==> config.mk <==
export PLATFORM = sky130hd
export DESIGN_NAME = instr_encoder
export DESIGN_NICKNAME = d
export VERILOG_FILES = /design/src/rtl/instr_encoder.sv
export SDC_FILE = /design/constraint.sdc
export NUM_CORES = 1
export LEC_CHECK = 0
export BUFFER_PORTS_ARGS = -buffer_cell sky130_fd_sc_hd__buf_4
export CAP_MARGIN = 20
export CORE_MARGIN = 2
export CORE_UTILIZATION = 30
export CTS_CLUSTER_DIAMETER = 60
export CTS_CLUSTER_SIZE = 28
export DETAILED_ROUTE_END_ITERATION = 10
export PLACE_DENSITY = 0.53
export REMOVE_ABC_BUFFERS = 1
export SLEW_MARGIN = 20
export SYNTH_ARGS = -nofsm -noshare
export SYNTH_HDL_FRONTEND = slang
export SYNTH_SLANG_ARGS = --single-unit
export TNS_END_PERCENT = 1
==> constraint.sdc <==
create_clock -name clk -period 4.9 [get_ports clk]
set_input_delay 1.47 -clock clk [delete_from_list [all_inputs] [get_ports clk]]
set_output_delay 1.47 -clock clk [all_outputs]
set_load 0.05 [all_outputs]
==> src/rtl/instr_encoder.sv <==
// RV32 instruction encoder: decoded op fields in, 32-bit instruction words out via a small FIFO.
// Optional DIV encoding is built only when ENC_DIV_EN is defined; otherwise op 2 is illegal.
module instr_encoder #(
    parameter int unsigned DEPTH = 4
) (
    input  logic                     clk,
    input  logic                     rst,
    input  logic                     in_valid,
    output logic                     in_ready,
    input  logic [2:0]               in_op,
    input  logic [4:0]               in_rd,
    input  logic [4:0]               in_rs1,
    input  logic [4:0]               in_rs2,
    input  logic [11:0]              in_imm,
    output logic                     out_valid,
    input  logic                     out_ready,
    output logic [31:0]              out_instr,
    output logic                     err,
    output logic [7:0]               err_count,
    output logic [$clog2(DEPTH):0]   level
);

    localparam int unsigned AW = $clog2(DEPTH);

    localparam logic [2:0] OP_ADD  = 3'd0;
    localparam logic [2:0] OP_SUB  = 3'd1;
    localparam logic [2:0] OP_DIV  = 3'd2;
    localparam logic [2:0] OP_ADDI = 3'd3;
    localparam logic [2:0] OP_LW   = 3'd4;
    localparam logic [2:0] OP_SW   = 3'd5;

    localparam logic [6:0] OPC_REG    = 7'b0110011;
    localparam logic [6:0] OPC_IMM    = 7'b0010011;
    localparam logic [6:0] OPC_LOAD   = 7'b0000011;
    localparam logic [6:0] OPC_STORE  = 7'b0100011;

    localparam logic [6:0] F7_BASE = 7'b0000000;
    localparam logic [6:0] F7_SUB  = 7'b0100000;
    localparam logic [6:0] F7_MUL  = 7'b0000001;

    localparam logic [2:0] F3_ADD  = 3'b000;
    localparam logic [2:0] F3_DIV  = 3'b100;
    localparam logic [2:0] F3_WORD = 3'b010;

    logic [31:0] enc_word;
    logic        enc_legal;

    logic [AW:0]  wr_ptr_q, wr_ptr_d;
    logic [AW:0]  rd_ptr_q, rd_ptr_d;
    logic [31:0]  mem_q [DEPTH];
    logic         err_q, err_d;
    logic [7:0]   err_count_q, err_count_d;

    logic full;
    logic empty;
    logic accept;
    logic push;
    logic pop;

    // Field encoder; fields not used by an op's format are simply not referenced.
    always_comb begin
        enc_word  = '0;
        enc_legal = 1'b0;
        case (in_op)
            OP_ADD: begin
                enc_word  = {F7_BASE, in_rs2, in_rs1, F3_ADD, in_rd, OPC_REG};
                enc_legal = 1'b1;
            end
            OP_SUB: begin
                enc_word  = {F7_SUB, in_rs2, in_rs1, F3_ADD, in_rd, OPC_REG};
                enc_legal = 1'b1;
            end
`ifdef ENC_DIV_EN
            OP_DIV: begin
                enc_word  = {F7_MUL, in_rs2, in_rs1, F3_DIV, in_rd, OPC_REG};
                enc_legal = 1'b1;
            end
`endif
            OP_ADDI: begin
                enc_word  = {in_imm, in_rs1, F3_ADD, in_rd, OPC_IMM};
                enc_legal = 1'b1;
            end
            OP_LW: begin
                enc_word  = {in_imm, in_rs1, F3_WORD, in_rd, OPC_LOAD};
                enc_legal = 1'b1;
            end
            OP_SW: begin
                enc_word  = {in_imm[11:5], in_rs2, in_rs1, F3_WORD, in_imm[4:0], OPC_STORE};
                enc_legal = 1'b1;
            end
            default: begin
                enc_word  = '0;
                enc_legal = 1'b0;
            end
        endcase
    end

    // Full is judged on registered pointers only, so a same-cycle pop never frees a slot.
    assign full  = (wr_ptr_q[AW] != rd_ptr_q[AW]) && (wr_ptr_q[AW-1:0] == rd_ptr_q[AW-1:0]);
    assign empty = (wr_ptr_q == rd_ptr_q);

    assign in_ready  = !full;
    assign out_valid = !empty;
    assign accept    = in_valid && in_ready;
    assign push      = accept && enc_legal;
    assign pop       = out_valid && out_ready;

    always_comb begin
        wr_ptr_d    = wr_ptr_q;
        rd_ptr_d    = rd_ptr_q;
        err_d       = accept && !enc_legal;
        err_count_d = err_count_q;
        if (push) begin
            wr_ptr_d = wr_ptr_q + 1'b1;
        end
        if (pop) begin
            rd_ptr_d = rd_ptr_q + 1'b1;
        end
        if (err_d && (err_count_q != 8'hFF)) begin
            err_count_d = err_count_q + 8'd1;
        end
    end

    always_ff @(posedge clk or posedge rst) begin
        if (rst) begin
            wr_ptr_q    <= '0;
            rd_ptr_q    <= '0;
            err_q       <= 1'b0;
            err_count_q <= '0;
        end else begin
            wr_ptr_q    <= wr_ptr_d;
            rd_ptr_q    <= rd_ptr_d;
            err_q       <= err_d;
            err_count_q <= err_count_d;
        end
    end

    // Storage needs no reset: out_instr is forced to zero whenever the FIFO is empty.
    always_ff @(posedge clk) begin
        if (push) begin
            mem_q[wr_ptr_q[AW-1:0]] <= enc_word;
        end
    end

    assign out_instr = empty ? 32'h0 : mem_q[rd_ptr_q[AW-1:0]];
    assign err       = err_q;
    assign err_count = err_count_q;
    assign level     = wr_ptr_q - rd_ptr_q;

endmodule

# [Yosys cells after proc, flatten, opt, wreduce, memory -nomap -nowiden]
# Memory sizes are Yosys's and may differ from the RTL's.
# Cells that the tools add are included.
[totals] reg_bits=15 ram_bits=128 input_bits=34 output_inout_bits=46 wordCells=33 mem_count=1
[mem_list] memory="mem_q" words=4 width=32 read_ports=1 rd_ports_with_merged_regs=0 write_ports=1 line_no="50" source="logic [31:0] mem_q [DEPTH];"
[classes] n_addsub=4 eq_ne=8 mux=5 n_reduce_logical=11
[ops] operator="32-bit one-hot mux with 5 select lines" n=1
[ops] operator="32-bit two-way mux" n=1
[ops] operator="8-bit by 1-bit adder with 8-bit output (second input constant)" n=1
[ops] operator="8-bit != test (second input constant)" n=1
[ops] operator="3-bit by 1-bit adder with 3-bit output (second input constant)" n=2
[ops] operator="3-bit equality test (second input constant)" n=2
[ops] operator="1-bit logical AND" n=6
[ops] operator="5-bit OR reduction" n=1
[ops] operator="3-bit by 1-bit equality test with 1-bit output (second input constant)" n=1
[ops] operator="3-bit by 2-bit equality test with 1-bit output (second input constant)" n=1
[ops] operator="3-bit equality test" n=1
[ops] operator="1-bit zero test" n=3
[ops] operator="3-bit zero test" n=1
[ops] operator="1-bit two-way mux" n=3
[ops] operator="3-bit subtractor" n=1
[ops] operator="2-bit equality test" n=1
[ops] operator="1-bit != test" n=1

# [Depth between registers and ports, before layout]
# Gate-level depths: netlist (run 1).
[logic_depth] ltp_word=7 ltp_mapped=9 ltp_nobuf=6

# [Worst setup path before layout (run 1)]
# OpenSTA, ideal clock, no wires.
[synth_timing] path_kind="register to output" from="register rd_ptr_q[1]" to="output out_instr[22]" t_arrival_ns=2.679 t_required_ns=3.430 path_slack_ns=0.751 stages_incl_launch_ff=9 n_path_buf=3 path_cell_list="dfrtp_1 -> buf_2 -> buf_1 -> inv_1 -> ha_1 -> and2_1 -> nand2b_1 -> clkbuf_1 -> and2_1"
[synth_between] elab_chain_len=2 word_cells_on_any_way=3 classes_between="1 x eq/ne; 1 x mux; 1 x memory"
[synth_lines] item="from (decl)" line_no="49" source="logic [AW:0] rd_ptr_q, rd_ptr_d;"
[synth_lines] item="from (signal assigned)" line_no="132" source="rd_ptr_q <= rd_ptr_d;"
[synth_lines] item="memory read 4 x 32 bit or 3-bit equality test (tied branches)"
[synth_lines] item="32-bit two-way mux *" line_no="145" source="assign out_instr = empty ? 32'h0 : mem_q[rd_ptr_q[AW-1:0]];"
[synth_lines] item="to (decl)" line_no="17" source="output logic [31:0] out_instr,"
# Mark *: on every way between the ends. The rest lies on a longest branch, timed or not.

# [Final worst setup path (run 1)]
[layout_timing] from="register wr_ptr_q[0]" to="output out_instr[1]"
[layout_between] elab_chain_len=2
[layout_lines] item="from (decl)" line_no="48" source="logic [AW:0] wr_ptr_q, wr_ptr_d;"
[layout_lines] item="from (signal assigned)" line_no="131" source="wr_ptr_q <= wr_ptr_d;"
[layout_lines] item="3-bit equality test" line_no="100" source="assign empty = (wr_ptr_q == rd_ptr_q);"
[layout_lines] item="32-bit two-way mux" line_no="145"
# No other way between the ends.

==> qor.txt, run 1 <==
Worst Tran Pin Value - 0.882 ns
I/O pin cnt - 80
die extent in x - 135 um
clk buf depth - 2
CTS root buf - clkbuf_16
CTS tree - done
Nets - 433
num rows - 47
core region area - 16700 um2
Worst Hold Class - register to register
ys flop type - edfxtp_1
Clock Latency Late Sink - 0.42 ns
first-pass GRT wire length - 16.5 mm
cts bufs inserted - 17
post-layout instance area - 6560 um2
Routed Antenna Nets - 0
Crit Path Category - register to primary output
Synth Cell Area - 5160 um2
number of synthesized register bits - 119
worst r2r src - wr_ptr_q[0]$_DFFE_PP0N_
Post-CTS Resized - 0
DRT iter0 DRCs - 178
Max Fanout on Critical Path - 28
Post-Route WL - 10.6 mm
fmax - 259 MHz
CP startpoint kind - register
register area share after synthesis - 67.7%
Max Clock Skew - 0.00537 ns
dpl cell area - 5960 um2
clk sinks - 119
RSZ-0062 raised after global routing - no
Worst Path Required - 3.43 ns
GRT Util Overall - 12.7%
worst hold slack - 0.519 ns
H-tree Lvls - 4
Critical Path AT - 2.39 ns
Max-Cap Viols - 0
Die Area - 18300 um2
fraction of final layout cells with drive strength greater than 1 - 36.7%
Slew HR - 41.1%
I/O Buffers - 74
# Post-CTS Setup Buffers - 0
drt pass-1 iters - 6
n_diodes - 0
synth unique cells - 34
Final Setup Violations - 0
Placer Congestion - 0.700
number of synthesized flops with an enable pin - 104
Async SR Flop Fraction - 12.6%
Synth Warn # - 0
Final Critical Period - 3.86 ns
initial core utilization - 30.9%
largest net degree at the start of global routing - 30
DRC - 0
Die H - 135 um
Worst Hold Launch - err_count[4]$_DFFE_PP0P_
Final Max Tran Viols - 0
Clk pin slew, worst setup/hold paths - 0.06 ns
detail-routed via count per cell - 4.46
reg2reg setup slack - 2.49 ns
crit end category - primary output
Routed wire per std cell - 17.0 um
global route overflow - 0
Syn Inst Count - 304
worst setup path start - wr_ptr_q[0]$_DFFE_PP0N_
Tcrit/Tclk final - 78.7%
# hold bufs at CTS - 0
final hold violations - 0
P&R area growth vs syn - 27.1%
syn_area_per_cell - 17.0 um2
status - complete, no violations
vias - 2780
HPWL after DPL - 6.59 mm
vias in the first global route - 3000
antenna violations before repair - 0
## sequential cells by signal, summed over array words and instances, names as in the netlist
register   cells
err_count      8
wr_ptr_q       3
mem_q        104
rd_ptr_q       3
err            1
## critical path: stages (launching register included)
cell and delay (ns):
dfrtp_1 0.38, inv_1 0.11, ha_1 0.30, and2_1 0.29
nand2b_2 0.39, and2_1 0.30, buf_4 0.19
## kinds of logic after synthesis
group           synth area share [%]
compound gates                  2.64
xor+xnor                        2.18
fa+ha+maj                       2.33
buf+inv                         2.83
flops                           67.7
mux                             12.8
other cells                   0.0726
simple gates                    9.38
## stage by stage
step                setup WS (ns)  TNS [ns]  cells  util [%]
finish                       1.04         0    623      39.3
global route                0.805         0    623      39.3
CTS                         0.947         0    623      39.3
detailed placement           1.41         0    591      35.7
global placement             1.02         0    591      35.7
floorplan                 -0.0909    -0.182    289         -
## synth_stat cells, drive strengths merged, types with 5 or more instances
master | number | area, um2
o21ai | 7 | 35.0
and2 | 38 | 238
ha | 8 | 100
nor2 | 6 | 22.5
mux4 | 26 | 586
mux2i | 5 | 50.1
edfxtp | 104 | 3120
nand2 | 11 | 48.8
nor2b | 15 | 93.8
a21oi | 9 | 48.8
buf | 15 | 97.6
dfrtp | 15 | 375
xnor2 | 9 | 78.8
inv | 9 | 33.8
## layout by cell type (no fill, tap or decap), types with 2 or more instances in the layout
cell,instances
edfxtp_1,104
buf_4,82
and2_1,38
mux4_2,26
clkbuf_16,17
nor2b_1,15
dfrtp_1,14
nand2_1,10
inv_1,9
xnor2_1,9
a21oi_1,8
ha_1,8
o21ai_0,7
nor2_1,6
mux2i_1,5
conb_1,5
nand3_1,4
clkinvlp_4,4
nand4_1,3
inv_6,3
bufinv_16,3
and4_1,2
and3_1,2
xor2_1,2
clkinv_4,2
clkinv_2,2
## per-layer routing
layer / global-route usage, % / vias up / routed length, um
li1: - / 1308 / -
met1: 16.2 / 1362 / 4800
met2: 19.3 / 89 / 4910
met3: 4.90 / 21 / 636
met4: 5.84 / 0 / 231
met5: 0 / - / 0
## final timing paths
path                            cells past startpoint                        to
worst max-delay path                                6              out_instr[1]
worst max register to register                      6    mem_q[1][23]$_DFFE_PP_
min in group asynchronous                           2   wr_ptr_q[0]$_DFFE_PP0N_
worst min-delay path                                1  err_count[4]$_DFFE_PP0P_
max in group asynchronous                           2   rd_ptr_q[0]$_DFFE_PP0P_
worst min register to register                      1  err_count[4]$_DFFE_PP0P_
## area by class of cell
class	count	area (um2)
Tap cell	220	275
Multi-Input combinational cell	161	1540
Sequential cell	119	3500
Timing Repair Buffer	82	616
Clock inverter	15	178
Fill cell	1575	10100
Clock buffer	17	425
Inverter	9	33.8
Power of run 1 is not shown: default switching activity piles up to over one toggle a cycle in this logic, so the estimate is an artifact.
==> run 2, diff against run 1 <==
--- a/config.mk
+++ b/config.mk
@@ -12,7 +12,7 @@
 export CTS_CLUSTER_DIAMETER = 60
 export CTS_CLUSTER_SIZE = 28
 export DETAILED_ROUTE_END_ITERATION = 10
-export PLACE_DENSITY = 0.53
+export PLACE_DENSITY = 0.54
 export REMOVE_ABC_BUFFERS = 1
 export SLEW_MARGIN = 20
 export SYNTH_ARGS = -nofsm -noshare
==> constraint.sdc (replaced) <==
create_clock -name clk -period 3.2 [get_ports clk]
set_input_delay 0.96 -clock clk [delete_from_list [all_inputs] [get_ports clk]]
set_output_delay 0.96 -clock clk [all_outputs]
set_load 0.05 [all_outputs]
==> run 2 against run 1 <==
Compared with the run above: design area up 0.38%; register-to-register slack got worse by 1.7 ns; clock skew increased by 0.0024 ns; first-iteration DRC count grew 19%; die area is the same; final cell count grew 0.80%; critical endpoint is now out_instr[4]; critical path type unchanged; flip-flop and latch count did not move; utilization increased by 0.15 points; critical path depth fell by 2; wire length grew 2.4%.
==> qor.txt, run 2 (synthesis gave the netlist of run 1 again) <==
status - complete, no violations
Final Setup Violations - 0 (unchanged)
max incr delay on CP - 0.60 ns (+0.21 ns)
crit end category - primary output
CTS root buf - clkbuf_16
Max Clock Skew - 0.00777 ns (+0.00240 ns)
Die Area - 18300 um2 (unchanged)
crit-path cells - buf_4, mux4_2, and2_1, buf_4
RSZ-0062 raised after global routing - no
Max Fanout on Critical Path - 16 (-43%)
num rows - 47 (unchanged)
clk buf depth - 2 (unchanged)
I/O Buffers - 74 (unchanged)
Crit Path Category - register to primary output
Max-Cap Viols - 0 (unchanged)
Layout Utilization - 39.5% (+0.15 points)
P&R area growth vs syn - 27.6%
CP startpoint kind - register
r2r worst-path depth - 6 (unchanged)
cts bufs inserted - 17 (unchanged)
Crit path buffers/inverters - 2 (unchanged)
Placer Congestion - 0.766 (+9.5%)
Nets - 439 (+1.4%)
Worst Hold Class - register to register
final hold violations - 0 (unchanged)
global route overflow - 0 (unchanged)
fraction of final layout cells with drive strength greater than 1 - 36.8% (+0.040 points)
largest net degree at the start of global routing - 30 (unchanged)
Worst Tran Pin Value - 0.663 ns (-0.218 ns)
max FFs per register - 104 (unchanged)
commonest non-fill, non-tap cell in the layout - edfxtp_1
# fillers - 1607 (+2.0%)
Clock Latency Late Sink - 0.41 ns (about the same)
Critical Path AT - 2.11 ns (-0.28 ns)
Final Max Tran Viols - 0 (unchanged)
n_diodes - 0 (unchanged)
reg2reg setup slack - 0.84 ns (-1.65 ns)
Routed Antenna Nets - 0 (unchanged)
Post-Route WL - 10.8 mm (+2.4%)
Routed wire per std cell - 17.2 um (+1.5%)
H-tree Lvls - 4 (unchanged)
Worst Path Required - 2.24 ns (-1.19 ns)
HPWL after DPL - 6.86 mm (+4.0%)
clk sinks - 119 (unchanged)
CP top delay family - multiplexers
slowest stage cell, crit path - mux4_2
first-pass GRT wire length - 16.4 mm (-0.21%)
GRT Util Overall - 12.4% (-0.35 points)
WHS Path Cells - 1 (unchanged)
CTS tree - done
I/O pin cnt - 80 (unchanged)
# hold bufs at CTS - 0 (unchanged)
most used cell, CP - buf_4
detail-routed via count per cell - 4.48 (+0.35%)
DRT iter0 DRCs - 211 (+19%)
core region area - 16700 um2 (unchanged)
Tcrit/Tclk final - 95.9%
# Post-CTS Setup Buffers - 0 (unchanged)
initial core utilization - 30.9% (unchanged)
Slew HR - 55.7% (+15 points)
antenna violations before repair - 0 (unchanged)
fmax - 326 MHz
most frequent cells in the layout - edfxtp_1 (104), buf_4 (86), and2_1 (37), mux4_2 (26), clkbuf_16 (18)
drt pass-1 iters - 4 (-2)
DRC - 0 (unchanged)
vias - 2812 (+1.2%)
die extent in x - 135 um (unchanged)
vias in the first global route - 2970 (-1.0%)
Critical Path Stages - 4 (-2)
Clk pin slew, worst setup/hold paths - 0.05 ns (about the same)
Final Critical Period - 3.07 ns
Die H - 135 um (unchanged)
run 2: changes by cell type in the layout (fill, tap and decap cells not counted), moves of 2 or more:
cell,delta
inv_6,-3
buf_4,+4
clkinvlp_4,-2
clkbuf_1,+4
run 2: per-stage QoR:
step / hold slack (ns) / instance area (um2) / TNS, ns / setup WS [ns] / instances
floorplan: 0.496 / 5070 / -47.96 / -1.28 / 289
global placement: 0.501 / 6000 / 0 / 0.381 / 596
detailed placement: 0.503 / 6000 / 0 / 0.364 / 596
CTS: 0.514 / 6550 / 0 / 0.000854 / 627
global route: 0.528 / 6590 / 0 / 0.0412 / 628
finish: 0.513 / 6590 / 0 / 0.130 / 628
run 2: path summary, 6_finish.rpt:
path	from	end
worst max-delay path	rd_ptr_q[0]$_DFFE_PP0P_	out_instr[4]
worst min-delay path	err_count[5]$_DFFE_PP0P_	err_count[5]$_DFFE_PP0P_
worst max register to register	wr_ptr_q[0]$_DFFE_PP0N_	mem_q[1][29]$_DFFE_PP_
worst min register to register	err_count[5]$_DFFE_PP0P_	err_count[5]$_DFFE_PP0P_
max in group asynchronous	rst	rd_ptr_q[0]$_DFFE_PP0P_
min in group asynchronous	rst	err$_DFF_PP0_
run 2: layout make-up:
type                       instances  area [um2]  share of cell area [%]
tap                              220         275                    4.18
sequential                       119        3500                    53.1
clock buffer                      21         440                    6.68
clock inverter                    10         106                    1.61
inverter                           9        33.8                   0.513
multi-input combinational        161        1540                    23.4
timing repair buffer              88         691                    10.5
run 2: worst reg2reg max path: cells and delay by family, from the launching register on:
family                     cells  cell delay, ns
AOI/OAI and AO/OA              1            0.42
adders and majority gates      1            0.30
buffers and inverters          2            0.44
DFF                            1            0.38
and+or+nand+nor                2            0.44
run 2: timing repair:
item | CTS | global route
gates resized for setup | 2 | 5
cloned | 0 | 1
setup endpoints to repair | 27 | 27
run 2: per-layer routing:
metal | share of wire [%] | GRT usage, % | vias up
li1 | - | - | 1318
met1 | 45 | 15.4 | 1404
met2 | 49 | 19.9 | 78
met3 | 4.8 | 4.19 | 12
met4 | 1.0 | 5.21 | 0
met5 | 0 | 0 | -
Power of run 2 is left out for the same reason.
==> run 3, diff against run 2 <==
--- a/config.mk
+++ b/config.mk
@@ -7,12 +7,15 @@
 export LEC_CHECK = 0
 export BUFFER_PORTS_ARGS = -buffer_cell sky130_fd_sc_hd__buf_4
 export CAP_MARGIN = 20
+export CELL_PAD_IN_SITES_DETAIL_PLACEMENT = 0
+export CELL_PAD_IN_SITES_GLOBAL_PLACEMENT = 2
 export CORE_MARGIN = 2
 export CORE_UTILIZATION = 30
-export CTS_CLUSTER_DIAMETER = 60
+export CTS_CLUSTER_DIAMETER = 40
 export CTS_CLUSTER_SIZE = 28
 export DETAILED_ROUTE_END_ITERATION = 10
-export PLACE_DENSITY = 0.54
+export PLACE_DENSITY = 0.68
+export RECOVER_POWER = 100
 export REMOVE_ABC_BUFFERS = 1
 export SLEW_MARGIN = 20
 export SYNTH_ARGS = -nofsm -noshare
==> run 3 against run 2 <==
Compared with the run above: final cell count up 0.32%; clock-buffer cell count fell by 4; via count fell by 0.28%; wire length rose by 1.9%; register-to-register slack got worse by 0.49 ns; clock skew up 0.0037 ns; critical path depth grew 3; first-iteration DRC count decreased by 17%.
==> qor.txt, run 3 (synthesis gave the netlist of run 1 again) <==
Nets - 440 (+0.23%)
max incr delay on CP - 0.40 ns (-0.20 ns)
clk sinks - 119 (unchanged)
global route overflow - 0 (unchanged)
P&R area growth vs syn - 26.4%
RSZ-0062 raised after global routing - no
initial core utilization - 30.9% (unchanged)
clk buf depth - 2 (unchanged)
max FFs per register - 104 (unchanged)
CP startpoint kind - register
Crit Path Category - register to primary output
I/O pin cnt - 80 (unchanged)
Clock Latency Late Sink - 0.41 ns (about the same)
commonest non-fill, non-tap cell in the layout - edfxtp_1
Max Clock Skew - 0.0115 ns (+0.00374 ns)
worst setup path start - wr_ptr_q[0]$_DFFE_PP0N_
Final WS setup - 0.131 ns (+0.00131 ns)
DRC - 0 (unchanged)
crit-path cells - inv_1, ha_1, and2_2, nand2b_4, clkbuf_16, and2_1, clkbuf_4
drt pass-1 iters - 4 (unchanged)
worst r2r src - wr_ptr_q[0]$_DFFE_PP0N_
Final Max Tran Viols - 0 (unchanged)
die extent in x - 135 um (unchanged)
Layout Utilization - 39.1% (-0.36 points)
status - complete, no violations
worst slack at placement - 0.370 ns (+0.00632 ns)
CTS tree - done
first-pass GRT wire length - 16.6 mm (+1.1%)
crit end category - primary output
Tcrit/Tclk final - 95.9% (about the same)
# Post-CTS Setup Buffers - 0 (unchanged)
Worst Path Required - 2.24 ns (about the same)
detail-routed via count per cell - 4.45 (-0.60%)
num rows - 47 (unchanged)
final hold violations - 0 (unchanged)
core region area - 16700 um2 (unchanged)
Slew HR - 25.6% (-30 points)
RR Endpoint - mem_q[3][16]$_DFFE_PP_
n_diodes - 0 (unchanged)
most frequent cells in the layout - edfxtp_1 (104), buf_4 (33), clkbuf_4 (28), and2_1 (27), mux4_2 (26)
cts bufs inserted - 17 (unchanged)
Final Setup Violations - 0 (unchanged)
I/O Buffers - 74 (unchanged)
Routed Antenna Nets - 0 (unchanged)
Worst Hold Class - register to register
Critical Path AT - 2.11 ns (about the same)
worst hold slack - 0.515 ns (+0.00222 ns)
DRT iter0 DRCs - 176 (-17%)
vias - 2804 (-0.28%)
setup TNS - 0 ns (unchanged)
worst setup path end - out_instr[22]
Clk pin slew, worst setup/hold paths - 0.06 ns (about the same)
largest net degree at the start of global routing - 30 (unchanged)
Critical Path Stages - 7 (+3)
H-tree Lvls - 4 (unchanged)
Post-Route WL - 11.0 mm (+1.9%)
Max-Cap Viols - 0 (unchanged)
Max Fanout on Critical Path - 14 (-2)
Die Area - 18300 um2 (unchanged)
# hold bufs at CTS - 0 (unchanged)
fraction of final layout cells with drive strength greater than 1 - 33.2% (-3.6 points)
Final Critical Period - 3.07 ns (-0.00131 ns)
fmax - 326 MHz (about the same)
Routed wire per std cell - 17.5 um (+1.6%)
Die H - 135 um (unchanged)
r2r worst-path depth - 6 (unchanged)
Crit path buffers/inverters - 3 (+1)
Worst Tran Pin Value - 1.11 ns (+0.446 ns)
reg2reg setup slack - 0.35 ns (-0.49 ns)
antenna violations before repair - 0 (unchanged)
CP top delay family - buffers and inverters
Placer Congestion - 0.709 (-7.5%)
vias in the first global route - 3003 (+1.1%)
HPWL after DPL - 7.05 mm (+2.9%)
slowest stage cell, crit path - dfrtp_1
CTS root buf - clkbuf_16
GRT Util Overall - 12.4% (+0.015 points)
==> run 3: cell types whose count changed in the layout (fill, tap and decap cells not counted), sizes merged <==
cell	previous run	this run
buf	87	35
clkbuf	22	71
inv	9	16
clkinv	6	3
clkinvlp	2	3
==> run 3: how the worst min path moves through the flow <==
stage                                   startpoint                        to  slack, ns  depth (start not counted)
after floorplan            rd_ptr_q[2]$_DFFE_PP0P_   rd_ptr_q[2]$_DFFE_PP0P_       0.50                          1
after global routing      err_count[5]$_DFFE_PP0P_  err_count[5]$_DFFE_PP0P_       0.53                          1
after CTS                 err_count[5]$_DFFE_PP0P_  err_count[5]$_DFFE_PP0P_       0.52                          1
final                     err_count[5]$_DFFE_PP0P_  err_count[5]$_DFFE_PP0P_       0.52                          1
after global placement    err_count[5]$_DFFE_PP0P_  err_count[5]$_DFFE_PP0P_       0.50                          1
after detailed placement  err_count[5]$_DFFE_PP0P_  err_count[5]$_DFFE_PP0P_       0.50                          1
==> run 3: repair_timing <==
action | CTS | global route
pin swaps | 0 | 0
gates cloned | 0 | 1
gates resized for setup | 2 | 4
endpoints found under the setup margin | 27 | 27
endpoints found under the hold margin | 0 | 0
==> run 3: stage by stage <==
step | instances | instance area (um2)
3_5_place_dp | 597 | 6030
2_1_floorplan | 289 | 5070
4_1_cts | 629 | 6630
5_1_grt | 630 | 6530
3_3_place_gp | 597 | 6030
6_report | 630 | 6530
==> run 3: per-layer routing <==
metal	wire length [um]	track usage (%)	up-vias
li1	-	-	1322
met1	5390	17.1	1404
met2	5130	19.3	68
met3	408	3.33	10
met4	104	3.99	0
met5	0	0	-
==> run 3: final cells by class <==
cell class	count	area (um2)
Fill cell	1583	10200
Sequential cell	119	3500
Multi-Input combinational cell	161	1500
Timing Repair Buffer	89	627
Clock buffer	17	425
Tap cell	220	275
Clock inverter	15	166
Inverter	9	33.8
Power of run 3 is left out for the same reason.
